$ cat src/rtl/spi_frame_sequencer_if.sv
// Signal bundle between the counter/byte-engine side and the SPI frame sequencer.
// The master modport is the environment, the slave modport is the sequencer.
interface spi_frame_sequencer_if;
  logic        send;
  logic [13:0] data;
  logic        clr_err;
  logic        tx_done;
  logic        tx_start;
  logic [7:0]  tx_byte;
  logic        cs_n;
  logic        busy;
  logic        frame_done;
  logic        err;
  logic [7:0]  drop_cnt;

  modport master (
    output send, data, clr_err, tx_done,
    input  tx_start, tx_byte, cs_n, busy, frame_done, err, drop_cnt
  );

  modport slave (
    input  send, data, clr_err, tx_done,
    output tx_start, tx_byte, cs_n, busy, frame_done, err, drop_cnt
  );
endinterface

$ cat src/rtl/spi_frame_sequencer.sv
// Sequences a 14-bit counter value as a two-byte SPI frame through a byte engine,
// with programmable CS setup/gap/hold, a one-deep request buffer and a wait timeout.
module spi_frame_sequencer #(
  parameter int unsigned SETUP_CYC   = 2,
  parameter int unsigned GAP_CYC     = 2,
  parameter int unsigned HOLD_CYC    = 2,
  parameter int unsigned TIMEOUT_CYC = 1024
) (
  input logic                  clk,
  input logic                  reset,
  spi_frame_sequencer_if.slave bus
);

  typedef enum logic [2:0] {
    StIdle, StSetup, StSendHi, StWaitHi, StGap, StSendLo, StWaitLo, StHold
  } state_e;

  localparam int unsigned MaxSg  = (SETUP_CYC > GAP_CYC) ? SETUP_CYC : GAP_CYC;
  localparam int unsigned MaxHt  = (HOLD_CYC > TIMEOUT_CYC) ? HOLD_CYC : TIMEOUT_CYC;
  localparam int unsigned MaxCyc = (MaxSg > MaxHt) ? MaxSg : MaxHt;
  localparam int unsigned CntW   = $clog2(MaxCyc + 1);

  state_e          state_q, state_d;
  logic [CntW-1:0] cnt_q, cnt_d;
  logic [13:0]     frame_q, frame_d;
  logic [7:0]      byte_q, byte_d;
  logic            pend_q, pend_d;
  logic [13:0]     pend_data_q, pend_data_d;
  logic [7:0]      drop_q, drop_d;
  logic            err_q, err_d;
  logic            done_q, done_d;
  logic            drop_inc;
  logic            timeout;

  always_comb begin
    state_d     = state_q;
    cnt_d       = cnt_q + CntW'(1);
    frame_d     = frame_q;
    byte_d      = byte_q;
    pend_d      = pend_q;
    pend_data_d = pend_data_q;
    drop_d      = drop_q;
    err_d       = err_q;
    done_d      = 1'b0;
    drop_inc    = 1'b0;
    timeout     = 1'b0;

    unique case (state_q)
      StIdle: begin
        cnt_d = '0;
        if (bus.send) begin
          // Fresh data wins over a buffered request; the buffered one counts as lost.
          frame_d = bus.data;
          state_d = StSetup;
          if (pend_q) begin
            pend_d   = 1'b0;
            drop_inc = 1'b1;
          end
        end else if (pend_q) begin
          frame_d = pend_data_q;
          pend_d  = 1'b0;
          state_d = StSetup;
        end
      end
      StSetup: begin
        if (cnt_q == CntW'(SETUP_CYC - 1)) begin
          state_d = StSendHi;
          byte_d  = {2'b00, frame_q[13:8]};
        end
      end
      StSendHi: begin
        state_d = StWaitHi;
        cnt_d   = '0;
      end
      StWaitHi: begin
        if (bus.tx_done) begin
          state_d = StGap;
          cnt_d   = '0;
        end else if (cnt_q == CntW'(TIMEOUT_CYC - 1)) begin
          state_d = StIdle;
          timeout = 1'b1;
        end
      end
      StGap: begin
        if (cnt_q == CntW'(GAP_CYC - 1)) begin
          state_d = StSendLo;
          byte_d  = frame_q[7:0];
        end
      end
      StSendLo: begin
        state_d = StWaitLo;
        cnt_d   = '0;
      end
      StWaitLo: begin
        if (bus.tx_done) begin
          state_d = StHold;
          cnt_d   = '0;
        end else if (cnt_q == CntW'(TIMEOUT_CYC - 1)) begin
          state_d = StIdle;
          timeout = 1'b1;
        end
      end
      StHold: begin
        if (cnt_q == CntW'(HOLD_CYC - 1)) begin
          state_d = StIdle;
          done_d  = 1'b1;
        end
      end
      default: state_d = StIdle;
    endcase

    if (bus.send && (state_q != StIdle)) begin
      pend_data_d = bus.data;
      pend_d      = 1'b1;
      if (pend_q) drop_inc = 1'b1;
    end

    if (drop_inc && (drop_q != 8'hFF)) drop_d = drop_q + 8'd1;

    if (timeout) begin
      err_d = 1'b1;
    end else if (bus.clr_err) begin
      err_d = 1'b0;
    end
  end

  always_ff @(posedge clk) begin
    if (reset) begin
      state_q     <= StIdle;
      cnt_q       <= '0;
      frame_q     <= '0;
      byte_q      <= '0;
      pend_q      <= 1'b0;
      pend_data_q <= '0;
      drop_q      <= '0;
      err_q       <= 1'b0;
      done_q      <= 1'b0;
    end else begin
      state_q     <= state_d;
      cnt_q       <= cnt_d;
      frame_q     <= frame_d;
      byte_q      <= byte_d;
      pend_q      <= pend_d;
      pend_data_q <= pend_data_d;
      drop_q      <= drop_d;
      err_q       <= err_d;
      done_q      <= done_d;
    end
  end

  assign bus.tx_start   = (state_q == StSendHi) || (state_q == StSendLo);
  assign bus.tx_byte    = byte_q;
  assign bus.cs_n       = (state_q == StIdle);
  assign bus.busy       = (state_q != StIdle);
  assign bus.frame_done = done_q;
  assign bus.err        = err_q;
  assign bus.drop_cnt   = drop_q;

endmodule

$ cat src/flat_wrapper.sv
// flat-port wrapper written by rule: the top's interface ports become plain ports
module spi_frame_sequencer_flat 
#(
  parameter int unsigned SETUP_CYC   = 2,
  parameter int unsigned GAP_CYC     = 2,
  parameter int unsigned HOLD_CYC    = 2,
  parameter int unsigned TIMEOUT_CYC = 1024
)
  (clk, reset, bus_send, bus_data, bus_clr_err, bus_tx_done, bus_tx_start, bus_tx_byte, bus_cs_n, bus_busy, bus_frame_done, bus_err, bus_drop_cnt);
  spi_frame_sequencer_if bus_i ();
  input logic clk;
  input logic reset;
  input wire logic [$bits(bus_i.send)-1:0] bus_send;
  input wire logic [$bits(bus_i.data)-1:0] bus_data;
  input wire logic [$bits(bus_i.clr_err)-1:0] bus_clr_err;
  input wire logic [$bits(bus_i.tx_done)-1:0] bus_tx_done;
  output wire logic [$bits(bus_i.tx_start)-1:0] bus_tx_start;
  output wire logic [$bits(bus_i.tx_byte)-1:0] bus_tx_byte;
  output wire logic [$bits(bus_i.cs_n)-1:0] bus_cs_n;
  output wire logic [$bits(bus_i.busy)-1:0] bus_busy;
  output wire logic [$bits(bus_i.frame_done)-1:0] bus_frame_done;
  output wire logic [$bits(bus_i.err)-1:0] bus_err;
  output wire logic [$bits(bus_i.drop_cnt)-1:0] bus_drop_cnt;
  assign bus_i.send = bus_send;
  assign bus_i.data = bus_data;
  assign bus_i.clr_err = bus_clr_err;
  assign bus_i.tx_done = bus_tx_done;
  assign bus_tx_start = bus_i.tx_start;
  assign bus_tx_byte = bus_i.tx_byte;
  assign bus_cs_n = bus_i.cs_n;
  assign bus_busy = bus_i.busy;
  assign bus_frame_done = bus_i.frame_done;
  assign bus_err = bus_i.err;
  assign bus_drop_cnt = bus_i.drop_cnt;
  spi_frame_sequencer #(.SETUP_CYC(SETUP_CYC), .GAP_CYC(GAP_CYC), .HOLD_CYC(HOLD_CYC), .TIMEOUT_CYC(TIMEOUT_CYC)) u_core (.clk(clk), .reset(reset), .bus(bus_i));
endmodule
$ cat config.mk
export PLATFORM = sky130hd
export DESIGN_NAME = spi_frame_sequencer_flat
export DESIGN_NICKNAME = d
export VERILOG_FILES = /design/src/rtl/spi_frame_sequencer_if.sv /design/src/rtl/spi_frame_sequencer.sv /design/src/flat_wrapper.sv
export SDC_FILE = /design/constraint.sdc
export NUM_CORES = 1
export LEC_CHECK = 0
export ABC_CLOCK_PERIOD_IN_PS = 3000
export CAP_MARGIN = 20
export CORE_AREA = 3 3 78 80
export DETAILED_ROUTE_END_ITERATION = 6
export DIE_AREA = 0 0 81 83
export GPL_ROUTABILITY_DRIVEN = 0
export PLACE_DENSITY = 0.71
export SLEW_MARGIN = 5
export SYNTH_ARGS = -nofsm -noshare
export SYNTH_HDL_FRONTEND = slang
export SYNTH_SLANG_ARGS = --single-unit
export TNS_END_PERCENT = 50
$ cat constraint.sdc
create_clock -name clk -period 3 [get_ports clk]
set_input_delay 0.6 -clock clk [delete_from_list [all_inputs] [get_ports clk]]
set_output_delay 0.6 -clock clk [all_outputs]
set_load 0.005 [all_outputs]
### After elaboration in Yosys (flattened, before gate mapping)

Cells that the tools add are included.
Widths: inputs -> output; s select.

| word-level totals | value |
|---|---|
| output and inout bits | 21 |
| logic and storage cells | 70 |
| flip-flop bits (word level) | 61 |
| ROM bits | 0 |
| latch bits | 0 |
| memories kept | 0 |
| memory bits (writable) | 0 |
| input bits | 19 |

| operators by class | value |
|---|---|
| bitwise logic cells | 1 |
| $mul | 0 |
| $add $sub $neg | 2 |
| magnitude comparators | 0 |
| reductions and logical operators | 15 |
| muxes and demuxes | 29 |
| shift-type cells | 0 |
| divide/modulo/power cells | 0 |
| equality and inequality tests | 14 |

Operators with widths:

| kind | count |
|---|---|
| $mux 14 | 2 |
| $mux 3 | 8 |
| $pmux 3 s8 | 1 |
| $pmux 11 s2 | 1 |
| $mux 8 | 2 |
| $pmux 8 s2 | 1 |
| $mux 1 | 13 |
| $eq 3x3->1 const B | 4 |
| $add 11x1->11 const B | 1 |
| $eq 11x1->1 const B | 1 |
| $eq 11x10->1 const B | 1 |
| $mux 11 | 1 |
| $add 8x1->8 const B | 1 |
| $ne 8x8->1 const B | 1 |
| $reduce_bool 2->1 | 4 |
| $eq 3x2->1 const B | 2 |
| $ne 2x1->1 const B | 3 |
| $reduce_and 4->1 | 1 |
| $reduce_or 2->1 | 2 |
| $eq 3x1->1 const B | 1 |
| $logic_not 3->1 | 1 |
| $ne 3x2->1 const B | 1 |
| $reduce_and 3->1 | 1 |
| $reduce_bool 3->1 | 1 |
| other kinds (5) | 6 |

### Logic depth before layout (Yosys ltp)

Gate-level depths: netlist of run 1.

| logic depth | value |
|---|---|
| word-level depth | 6 |
| gate-level depth with buffers | 8 |
| gate-level depth less buffers | 6 |

### Worst setup path after synthesis of run 1

No wires, ideal clock.

| timing | value |
|---|---|
| path type | flip-flop to flip-flop |
| start point | register u_core.cnt_q[0] |
| end point | register u_core.err_q (netlist: u_core.bus.err) |
| setup slack | 1.131 ns |
| clock period less this slack | 1.869 ns |
| required time | 2.930 ns |
| path buffers | 0 |
| data arrival time | 1.799 ns |
| cell stages (with the launch flop) | 6 |
| library setup time | 0.070 ns |
| cell sequence | dfxtp_1 > ha_1 > nand3_2 > or4_4 > or4b_1 > a21oi_1 |

| between the ends | value |
|---|---|
| cells in the longest elaborated chain, start to end | 5 |
| elaborated cells on any way between the ends | 6 |
| those cells by class | eq/ne: 1; mux: 4; reduce/logical: 1 |

RTL lines:

| what | line | source |
|---|---|---|
| from (decl) | spi_frame_sequencer.sv:24 | `logic [CntW-1:0] cnt_q, cnt_d;` |
| from (signal assigned) | spi_frame_sequencer.sv:140 | `cnt_q <= cnt_d;` |
| $eq 11x10->1 (*) | spi_frame_sequencer.sv:79, spi_frame_sequencer.sv:98 |  |
| $mux 1 (*) | spi_frame_sequencer.sv:79, spi_frame_sequencer.sv:98 |  |
| $mux 1 (*) | spi_frame_sequencer.sv:76 | `if (bus.tx_done) begin` |
| $mux 1 (*) | - |  |
| $mux 1 or $reduce_bool 2->1 (tied branches) | - |  |
| to (signal assigned) | spi_frame_sequencer.sv:146 | `err_q <= err_d;` |
| to (decl) | spi_frame_sequencer.sv:30 | `logic err_q, err_d;` |

Every way passes the cells marked *; elsewhere a longest branch is shown, timed or not.
A chain may end at the register's enable or synchronous reset.

### Final worst setup path of run 1

| timing | value |
|---|---|
| start point | register u_core.state_q[0] |
| end point | output port bus_cs_n |

| between the ends | value |
|---|---|
| cells in the longest elaborated chain, start to end | 1 |

RTL lines:

| what | line | source |
|---|---|---|
| from (decl) | spi_frame_sequencer.sv:23 | `state_e state_q, state_d;` |
| from (signal assigned) | spi_frame_sequencer.sv:129 | `state_q <= StIdle;` |
| from (signal assigned) | spi_frame_sequencer.sv:139 | `state_q <= state_d;` |
| $logic_not 3->1 | spi_frame_sequencer.sv:153 | `assign bus.cs_n = (state_q == StIdle);` |
| to (decl) | flat_wrapper.sv:19 | `output wire logic [$bits(bus_i.cs_n)-1:0] bus_cs_n;` |

No other way between the ends.

==> results_dict.tcl, run 1 <==
set metrics [dict create \
    status "finished clean" \
    max_freq_mhz 394 \
    ys_ff_latch 61 \
    worst_setup_path_end_kind "output pin" \
    io_buffers 39 \
    dpl.hpwl_um 3700 \
    htree_levels 3 \
    ys_warn_count 0 \
    fin_total_pwr_uw 2050 \
    rows 27 \
    cts_made_buffers 9 \
    dr_total_vias 2202 \
    worst_pin_slew_ns 0.543 \
    worstReg2RegStart "u_core.cnt_q[0]$_SDFF_PP0_" \
    cts-root-buf "clkbuf_8" \
    ant_nets 0 \
    syn_nets 329 \
    arrival_ns 1.94 \
    placed_area_sq_um 3130 \
    grt_max_degree 54 \
    fin_area_sq_um 3310 \
    route.detailed.drc 0 \
    finalSetupTns_ns 0 \
    cts_hold_buffers 0 \
    cts_buffer_depth 2 \
    die_area_sq_um 6720 \
    min_period_over_period_pct 84.6 \
    period_minus_slack_ns 2.54 \
    grt_pass1_vias 2018 \
    yosysTopAreaCellShare_pct 45.0 \
    cpPeakStageDelay_ns 0.53 \
    ff2ff_setup_slack_ns 0.99 \
    postCtsSetupBuffers 0 \
    seq_area_frac_synth_pct 45.0 \
    setup_violations 0 \
    synth_top_cell_by_area "dfxtp_1" \
    synthCells 307 \
    p_int_uw 1470 \
    track_usage_pct 17.5 \
    cpMaxStageDelayCell "or3_1" \
    diodes 0 \
    hold_viol 0 \
    r2r-end "u_core.bus.err$_SDFFE_PP0P_" \
    final_util_pct 60.4 \
    cts_resized 0 \
    drive_gt1_share_pct 6.73 \
    clock_latency_ns 0.33 \
    dieWidth_um 81 \
    relSlewSlack_pct 62.8 \
    cts_tree "done" \
    cap_violations 0 \
    cp-endpoint "bus_cs_n" \
    path_max_fanout 15 \
    worstHoldPathType "reg -> reg" \
    postSynthAreaPerCell_sq_um 8.84 \
    hold_start "u_core.pend_data_q[5]$_SDFFE_PP0P_" \
    start_kind "flip-flop" \
    dr.pass1.iters 5 \
    critical_path.startpoint "u_core.state_q[0]$_SDFFE_PP0P_" \
    drtIter0Drc 86 \
    io_pins 40 \
    grt_antenna_before_repair 0 \
    required_ns 2.40 \
    grt_pass1_wl_um 9280 \
    syn2layout_area_growth_pct 21.8 \
    clock-sinks 61 \
    async_flop_share_pct 0 \
    clock_power_share_pct 33.4 \
    cts.reportedPaths.clkPinSlew_ns 0.06 \
    seqPwrFrac_pct 46.7 \
    final_max_slew_viol_count 0 \
    reg2reg_depth 5 \
    switching_share_pct 28.6 \
    synth_cell_type_count 45 \
    start_util_pct 49.6 \
    powerDensity_nw_per_um2 621 \
    fin_skew_ns 0.00701 \
    grt-ovfl-total 0 \
    crit_type "reg -> out" \
    synth.most_common_cell "dfxtp_1" \
    synth.area.top_cells "dfxtp_1 45%, mux2i_1 8.5%, a211oi_1 5.0%" \
    wl_per_cell_um 12.9 \
    p_comb_share_pct 19.9 \
    core_sq_um 5470 \
    syn_area_sq_um 2710 \
    peakVddDrop_mv 0.333 \
    via_per_inst 5.32 \
    netSwitchingPower_uw 586 \
    synth-main-ff-cell "dfxtp_1" \
    whs_path_depth 2 \
    nets 361 \
    fillers 524 \
    synthTopCellsByCount "61 x dfxtp_1, 36 x nand2_1, 36 x nor2_1" \
    synth_edf_count 0 \
    crit_path_cell_trace "or3_1, inv_2, clkdlybuf4s50_1" \
    finalWirelength_um 5340 \
    p_leak_uw 0.00113 \
    fp.dieH_um 83 \
    grt_setup_unrepaired "false" \
]
==> registers in the layout, summed over array words and instances, names as in the netlist <==
signal	count
u_core.frame_q	14
u_core.bus.frame_done	1
u_core.pend_data_q	14
u_core.bus.tx_byte	8
u_core.cnt_q	11
u_core.bus.err	1
u_core.state_q	3
u_core.pend_q	1
u_core.bus.drop_cnt	8
==> stage by stage <==
step	setup slack, ns	hold slack, ns	cells
floorplan	1.13	0.436	307
global placement	0.680	0.441	400
detailed placement	0.601	0.448	400
CTS	0.450	0.456	414
global route	0.343	0.471	414
finish	0.461	0.452	414
==> routing by layer <==
metal | vias up | global-route usage [%] | routed length (um)
met3 | 9 | 4.56 | 233
met2 | 39 | 25.0 | 2340
li1 | 1153 | - | -
met4 | 0 | 9.06 | 111
met1 | 1001 | 24.1 | 2660
met5 | - | 0 | 0
==> worst max-delay path, delay by kind of cell, from the launching register on <==
kind / cells / cell delay, ns
buffers and inverters: 2 / 0.62
DFF: 1 / 0.46
and+or+nand+nor: 1 / 0.53
==> power groups by stage <==
stage	logic, uW	registers [uW]	clock network [uW]
2_1_floorplan	315	950	0
6_report	409	958	686
4_1_cts	414	959	706
5_1_grt	466	970	738
3_5_place_dp	413	977	0
3_3_place_gp	402	975	0
==> kinds of logic (layout without fill, tap and decap cells) <==
kind of cell	Yosys count	in the layout	share of synthesized area, %
simple gates	112	112	20.3
compound gates	66	66	15.8
flops	61	61	45.0
buf+inv	26	61	3.87
mux	23	23	8.48
xor+xnor	16	16	5.16
fa+ha+maj	3	3	1.38
==> worst min path at each step <==
stage / end / slack (ns)
after floorplan: u_core.pend_data_q[0]$_SDFFE_PP0P_ / 0.44
after global placement: u_core.pend_data_q[9]$_SDFFE_PP0P_ / 0.44
after detailed placement: u_core.pend_data_q[9]$_SDFFE_PP0P_ / 0.45
after CTS: u_core.pend_data_q[11]$_SDFFE_PP0P_ / 0.46
after global routing: u_core.pend_data_q[11]$_SDFFE_PP0P_ / 0.47
final: u_core.pend_data_q[5]$_SDFFE_PP0P_ / 0.45
==> cell usage in the layout (no fill, tap or decap), drive strengths merged, types with 2 or more instances in the layout <==
cell type      netlist  routed
clkbuf              12      12
nand2b               5       5
nand3                7       7
xnor2                9       9
inv                  5       5
and3                 2       2
o31ai                2       2
buf                  9       4
o21ai                5       5
a2111oi              2       2
mux2i               23      23
xor2                 7       7
a311oi               6       6
nand4                4       4
or3                  3       3
dfxtp               61      61
or4                  2       2
ha                   3       3
nor2                37      37
nor3                 3       3
nand2               37      37
and2                 2       2
clkdlybuf4s50        0      38
a21oi               27      27
and4                 3       3
a211oi              18      18
==> final cells by class <==
type	instances	area (sq um)	share of cell area (%)
tap	72	90.1	2.73
timing repair buffer	42	408	12.3
inverter	5	18.8	0.568
clock inverter	2	35.0	1.06
clock buffer	12	145	4.39
sequential	61	1220	36.9
multi-input combinational	220	1390	42.0
No activity file was read; power rests on OpenSTA's default activity.
==> run 2, diff against run 1 <==
ABC_CLOCK_PERIOD_IN_PS = 2200   (was 3000)
CORE_AREA = 3 3 80 82   (was 3 3 78 80)
DIE_AREA = 0 0 83 85   (was 0 0 81 83)
clock period = 2.2 ns   (was 3 ns; I/O delays follow)
==> results_dict.tcl, run 2 (synthesized netlist as in run 1, its figures left out) <==
set metrics [dict create \
    status "finished clean" \
    via_per_inst 5.25 \
    drtIter0Drc 95 \
    dieWidth_um 83 \
    grt_antenna_before_repair 0 \
    seq_area_sq_um 1220 \
    arrival_ns 1.69 \
    p_int_uw 2050 \
    layout_common_cells "60 x dfxtp_1, 38 x clkdlybuf4s50_1, 36 x nand2_1, 36 x nor2_1, 27 x a21oi_1" \
    path_max_fanout 12 \
    fin_skew_ns 0.00900 \
    grt_pass1_wl_um 9780 \
    fin_area_sq_um 3380 \
    grt_max_degree 29 \
    grt-ovfl-total 0 \
    required_ns 1.76 \
    p_leak_uw 0.00117 \
    die_area_sq_um 7060 \
    largestRegisters "u_core.frame_q: 14 flops, u_core.pend_data_q: 14 flops, u_core.cnt_q: 11 flops" \
    fin_cells 424 \
    dpl.hpwl_um 3810 \
    fillers 545 \
    diodes 0 \
    switching_share_pct 28.8 \
    period_minus_slack_ns 2.13 \
    start_util_pct 46.7 \
    worst_setup_path_end_kind "output pin" \
    multi_input_area_sq_um 1390 \
    crit_type "reg -> out" \
    cts.reportedPaths.clkPinSlew_ns 0.07 \
    worst_pin_slew_ns 0.522 \
    clock_power_share_pct 33.8 \
    grt_pass1_vias 2142 \
    clock-sinks 61 \
    syn2layout_area_growth_pct 24.5 \
    drive_gt1_share_pct 9.17 \
    relSlewSlack_pct 64.3 \
    worstHoldPathType "reg -> reg" \
    htree_levels 3 \
    nets 366 \
    placed_area_sq_um 3180 \
    core_sq_um 5820 \
    io_buffers 39 \
    cts_made_buffers 9 \
    fp.dieH_um 85 \
    final_max_slew_viol_count 0 \
    grt_setup_unrepaired "false" \
    hold_viol 0 \
    dr_total_vias 2228 \
    start_kind "flip-flop" \
    max_freq_mhz 470 \
    cap_violations 0 \
    dr.pass1.iters 4 \
    finalWirelength_um 5550 \
    cts_tree "done" \
    cts_buffer_depth 2 \
    peakVddDrop_mv 0.427 \
    rows 28 \
    setup_violations 0 \
    io_pins 40 \
    seqPwrFrac_pct 44.5 \
    p_comb_share_pct 21.7 \
    netSwitchingPower_uw 832 \
    finalSetupTns_ns 0 \
    cts-root-buf "clkbuf_8" \
    dpl.cell_count 408 \
    ant_nets 0 \
    route.detailed.drc 0 \
    min_period_over_period_pct 96.7 \
    cts_hold_buffers 0 \
    powerDensity_nw_per_um2 854 \
    wl_per_cell_um 13.1 \
    final_common_cell "dfxtp_1" \
    track_usage_pct 16.7 \
    clock_latency_ns 0.33 \
]
## run 2: cell count changes in the layout (fill, tap and decap cells not counted), sizes merged
| cell | before | now |
|---|---|---|
| buf | 4 | 9 |
| clkinv | 1 | 2 |
| clkinvlp | 0 | 1 |
## run 2: area by class of cell
type | instances | area share, %
Clock inverter | 4 | 1.41
Clock buffer | 12 | 4.30
Tap cell | 75 | 2.78
Inverter | 5 | 0.556
Timing Repair Buffer | 47 | 13.6
Multi-Input combinational cell | 220 | 41.2
Sequential cell | 61 | 36.2
## run 2: through the flow
| stage | total power [uW] | hold slack (ns) | setup slack, ns | util [%] |
|---|---|---|---|---|
| CTS | 2910 | 0.456 | 0.0307 | 58.1 |
| finish | 2880 | 0.455 | 0.0723 | 58.1 |
| detailed placement | 1930 | 0.446 | 0.197 | 54.7 |
| global placement | 1920 | 0.441 | 0.202 | 54.7 |
| global route | 3060 | 0.472 | 0.00900 | 58.1 |
| floorplan | 1730 | 0.436 | 0.331 | - |
## run 2: path summary, 6_finish.rpt
kind	start	endpoint	slack, ns	depth (start not counted)
max	u_core.state_q[1]$_SDFFE_PP0P_	bus_cs_n	0.07	3
min	u_core.pend_data_q[11]$_SDFFE_PP0P_	u_core.pend_data_q[11]$_SDFFE_PP0P_	0.45	2
max reg2reg	u_core.cnt_q[0]$_SDFF_PP0_	u_core.bus.err$_SDFFE_PP0P_	0.17	5
min reg2reg	u_core.pend_data_q[11]$_SDFFE_PP0P_	u_core.pend_data_q[11]$_SDFFE_PP0P_	0.45	2
## run 2: metal layers
layer  wire length [um]  vias up  share of wire [%]  track usage [%]
li1                   -     1163                  -                -
met1               2760     1006                 50             22.2
met2               2480       51                 45             26.2
met3                217        8                3.9             3.40
met4                 94        0                1.7             7.58
met5                  0        -                  0                0
## run 2: what timing repair did
item                                    in CTS  in global routing
endpoints found under the setup margin       2                  1
setup buffers                                0                  0
resized for setup                            2                  1
pin swaps                                    0                  0
## run 2: power groups by stage
stage	clock network, uW	registers [uW]	logic (uW)
4_1_cts	992	1280	633
6_report	974	1280	627
2_1_floorplan	0	1300	430
3_5_place_dp	0	1310	623
3_3_place_gp	0	1300	616
5_1_grt	1050	1300	714
## run 2: critical path, stage by stage, from the launching register on
cell and delay (ns):
dfxtp_2 0.38, or3_4 0.39, inv_2 0.08, clkdlybuf4s50_1 0.50
==> edit: new RTL, settings of run 1 <==
`HOLD_CYC` is set to 2 in 2 places; all go to 1.
--- a/src/rtl/spi_frame_sequencer.sv
+++ b/src/rtl/spi_frame_sequencer.sv
@@ -4,5 +4,5 @@
   parameter int unsigned SETUP_CYC   = 2,
   parameter int unsigned GAP_CYC     = 2,
-  parameter int unsigned HOLD_CYC    = 2,
+  parameter int unsigned HOLD_CYC    = 1,
   parameter int unsigned TIMEOUT_CYC = 1024
 ) (
--- a/src/flat_wrapper.sv
+++ b/src/flat_wrapper.sv
@@ -4,5 +4,5 @@
   parameter int unsigned SETUP_CYC   = 2,
   parameter int unsigned GAP_CYC     = 2,
-  parameter int unsigned HOLD_CYC    = 2,
+  parameter int unsigned HOLD_CYC    = 1,
   parameter int unsigned TIMEOUT_CYC = 1024
 )
Check against the original RTL: same outputs for any inputs over 10 cycles, from zero or initial values and one cycle with reset high; that may be too few to reach the edited logic, so the function may still have changed.
==> edit against run 1 <==
Routed wire length grew 0.24%; final area grew 1.0%; cell count grew 2.7%; total power grew 18%; worst setup slack lost 0.064 ns; non-clock buffer count is the same; die area is the same; fmax shrank 2.5%; utilization grew 0.62 points; clock power shrank 12%; sequential cell count is the same; area after synthesis grew 2.6%; sequential share of layout area shrank 0.37 points; critical path type unchanged.
==> edit: results (changes against run 1) <==
placed inst area=0.00318 mm² (was 0.00313 mm²); via count=2248 (was 2202); wire per inst=12.6 µm (was 12.9 µm); first-pass GRT wire length=9010 µm (was 9280 µm); fmax=384 MHz (was 394 MHz); Lkg Pwr=1.21 nW (was 1.13 nW); fin nets=372 (was 361); top cells by area, synth=dfxtp_1 44%, mux2i_1 7.6%, nor2_1 6.1% (was dfxtp_1 45%, mux2i_1 8.5%, a211oi_1 5.0%); Worst Clk Skew=0.00746 ns (was 0.00701 ns); post-synthesis sequential area ratio=0.439 (was 0.450); register-to-register setup slack=1.05 ns (was 0.99 ns); layout cell share with drive strength beyond 1=0.0793 (was 0.0673); outcome=finished clean (unchanged); detailed placement HPWL=3750 µm (was 3700 µm); DP Worst Slack=0.689 ns (was 0.601 ns); Crit path arrival time=2.00 ns (was 1.94 ns); vias in the first global route=2039 (was 2018); Syn Nets=338 (was 329); Yosys cell types=44 (was 45); top fanout value on the critical path=13 (was 15); Worst-Margin Slew=0.975 ns (was 0.543 ns); synth cell count leaders=61 x dfxtp_1, 45 x nor2_1, 43 x nand2_1 (was 61 x dfxtp_1, 36 x nand2_1, 36 x nor2_1); Sw Ratio=0.343 (was 0.286); max incr delay on CP=0.60 ns (was 0.53 ns); VDD IR-drop max=505 µV (was 333 µV); DR iter-0 viols=66 (was 86); highest-delay cell along the critical path=dfxtp_1 (was or3_1)
-- edit: changes by cell type after synthesis, sizes merged, moves of 4 or more --
cell / change
xor2: +4
nor3: +5
a311oi: -5
a21oi: -6
xnor2: -4
clkbuf: -5
inv: +4
o21ai: -4
nor2: +9
nand2: +6
-- edit: routing by layer --
metal  part of all wire  GRT usage  up-vias  routed length (µm)
met2               0.47      0.267       42                2520
met3              0.044     0.0488        8                 237
met1               0.47      0.213     1037                2540
li1                   -          -     1161                   -
met5                  0          0        -                   0
met4              0.013     0.0737        0                  68
-- edit: path summary, 6_finish.rpt --
path / startpoint / cells past startpoint / endpoint
min reg2reg: u_core.pend_data_q[7] / 2 / u_core.pend_data_q[7]
max: u_core.state_q[0] / 4 / bus_tx_start
max reg2reg: u_core.state_q[0] / 6 / u_core.pend_data_q[0]
min: u_core.pend_data_q[7] / 2 / u_core.pend_data_q[7]
-- edit: cells by family after synthesis --
| logic type | Yosys count | synth area share |
|---|---|---|
| adder cells (fa/ha/maj) | 4 | 0.0180 |
| XOR/XNOR | 16 | 0.0503 |
| multiplexers | 21 | 0.0755 |
| AO/OA/AOI/OAI | 55 | 0.146 |
| AND/OR/NAND/NOR | 130 | 0.223 |
| flip-flops | 61 | 0.439 |
| buffers and inverters | 28 | 0.0485 |
-- edit: power groups by stage --
stage	clock network (mW)	registers (mW)	logic, mW
2_1_floorplan	0	1.04	0.609
3_3_place_gp	0	1.10	0.731
3_5_place_dp	0	1.10	0.748
4_1_cts	0.622	1.08	0.750
5_1_grt	0.668	1.10	0.845
6_report	0.602	1.08	0.743
-- edit: layout make-up --
cell class | count | area [µm²]
Tap cell | 72 | 90.1
Timing Repair Buffer | 42 | 408
Inverter | 9 | 33.8
Fill cell | 514 | 2130
Clock inverter | 2 | 10.0
Multi-Input combinational cell | 226 | 1430
Sequential cell | 61 | 1220
Clock buffer | 13 | 149
-- edit: worst reg2reg max path: stages, from the launching register on --
cell and delay, ns:
dfxtp_1 0.60, nor2_1 0.12, nand2_1 0.21, inv_1 0.14, nor2b_2 0.53, nand2_1 0.12, a21oi_1 0.14
-- edit: metrics by stage --
stage / power, mW / util / cells / hold slack (ns)
global placement: 1.83 / 0.581 / 410 / 0.441
floorplan: 1.65 / - / 315 / 0.436
finish: 2.42 / 0.610 / 425 / 0.453
detailed placement: 1.84 / 0.581 / 410 / 0.446
global route: 2.61 / 0.610 / 425 / 0.466
CTS: 2.45 / 0.610 / 425 / 0.454
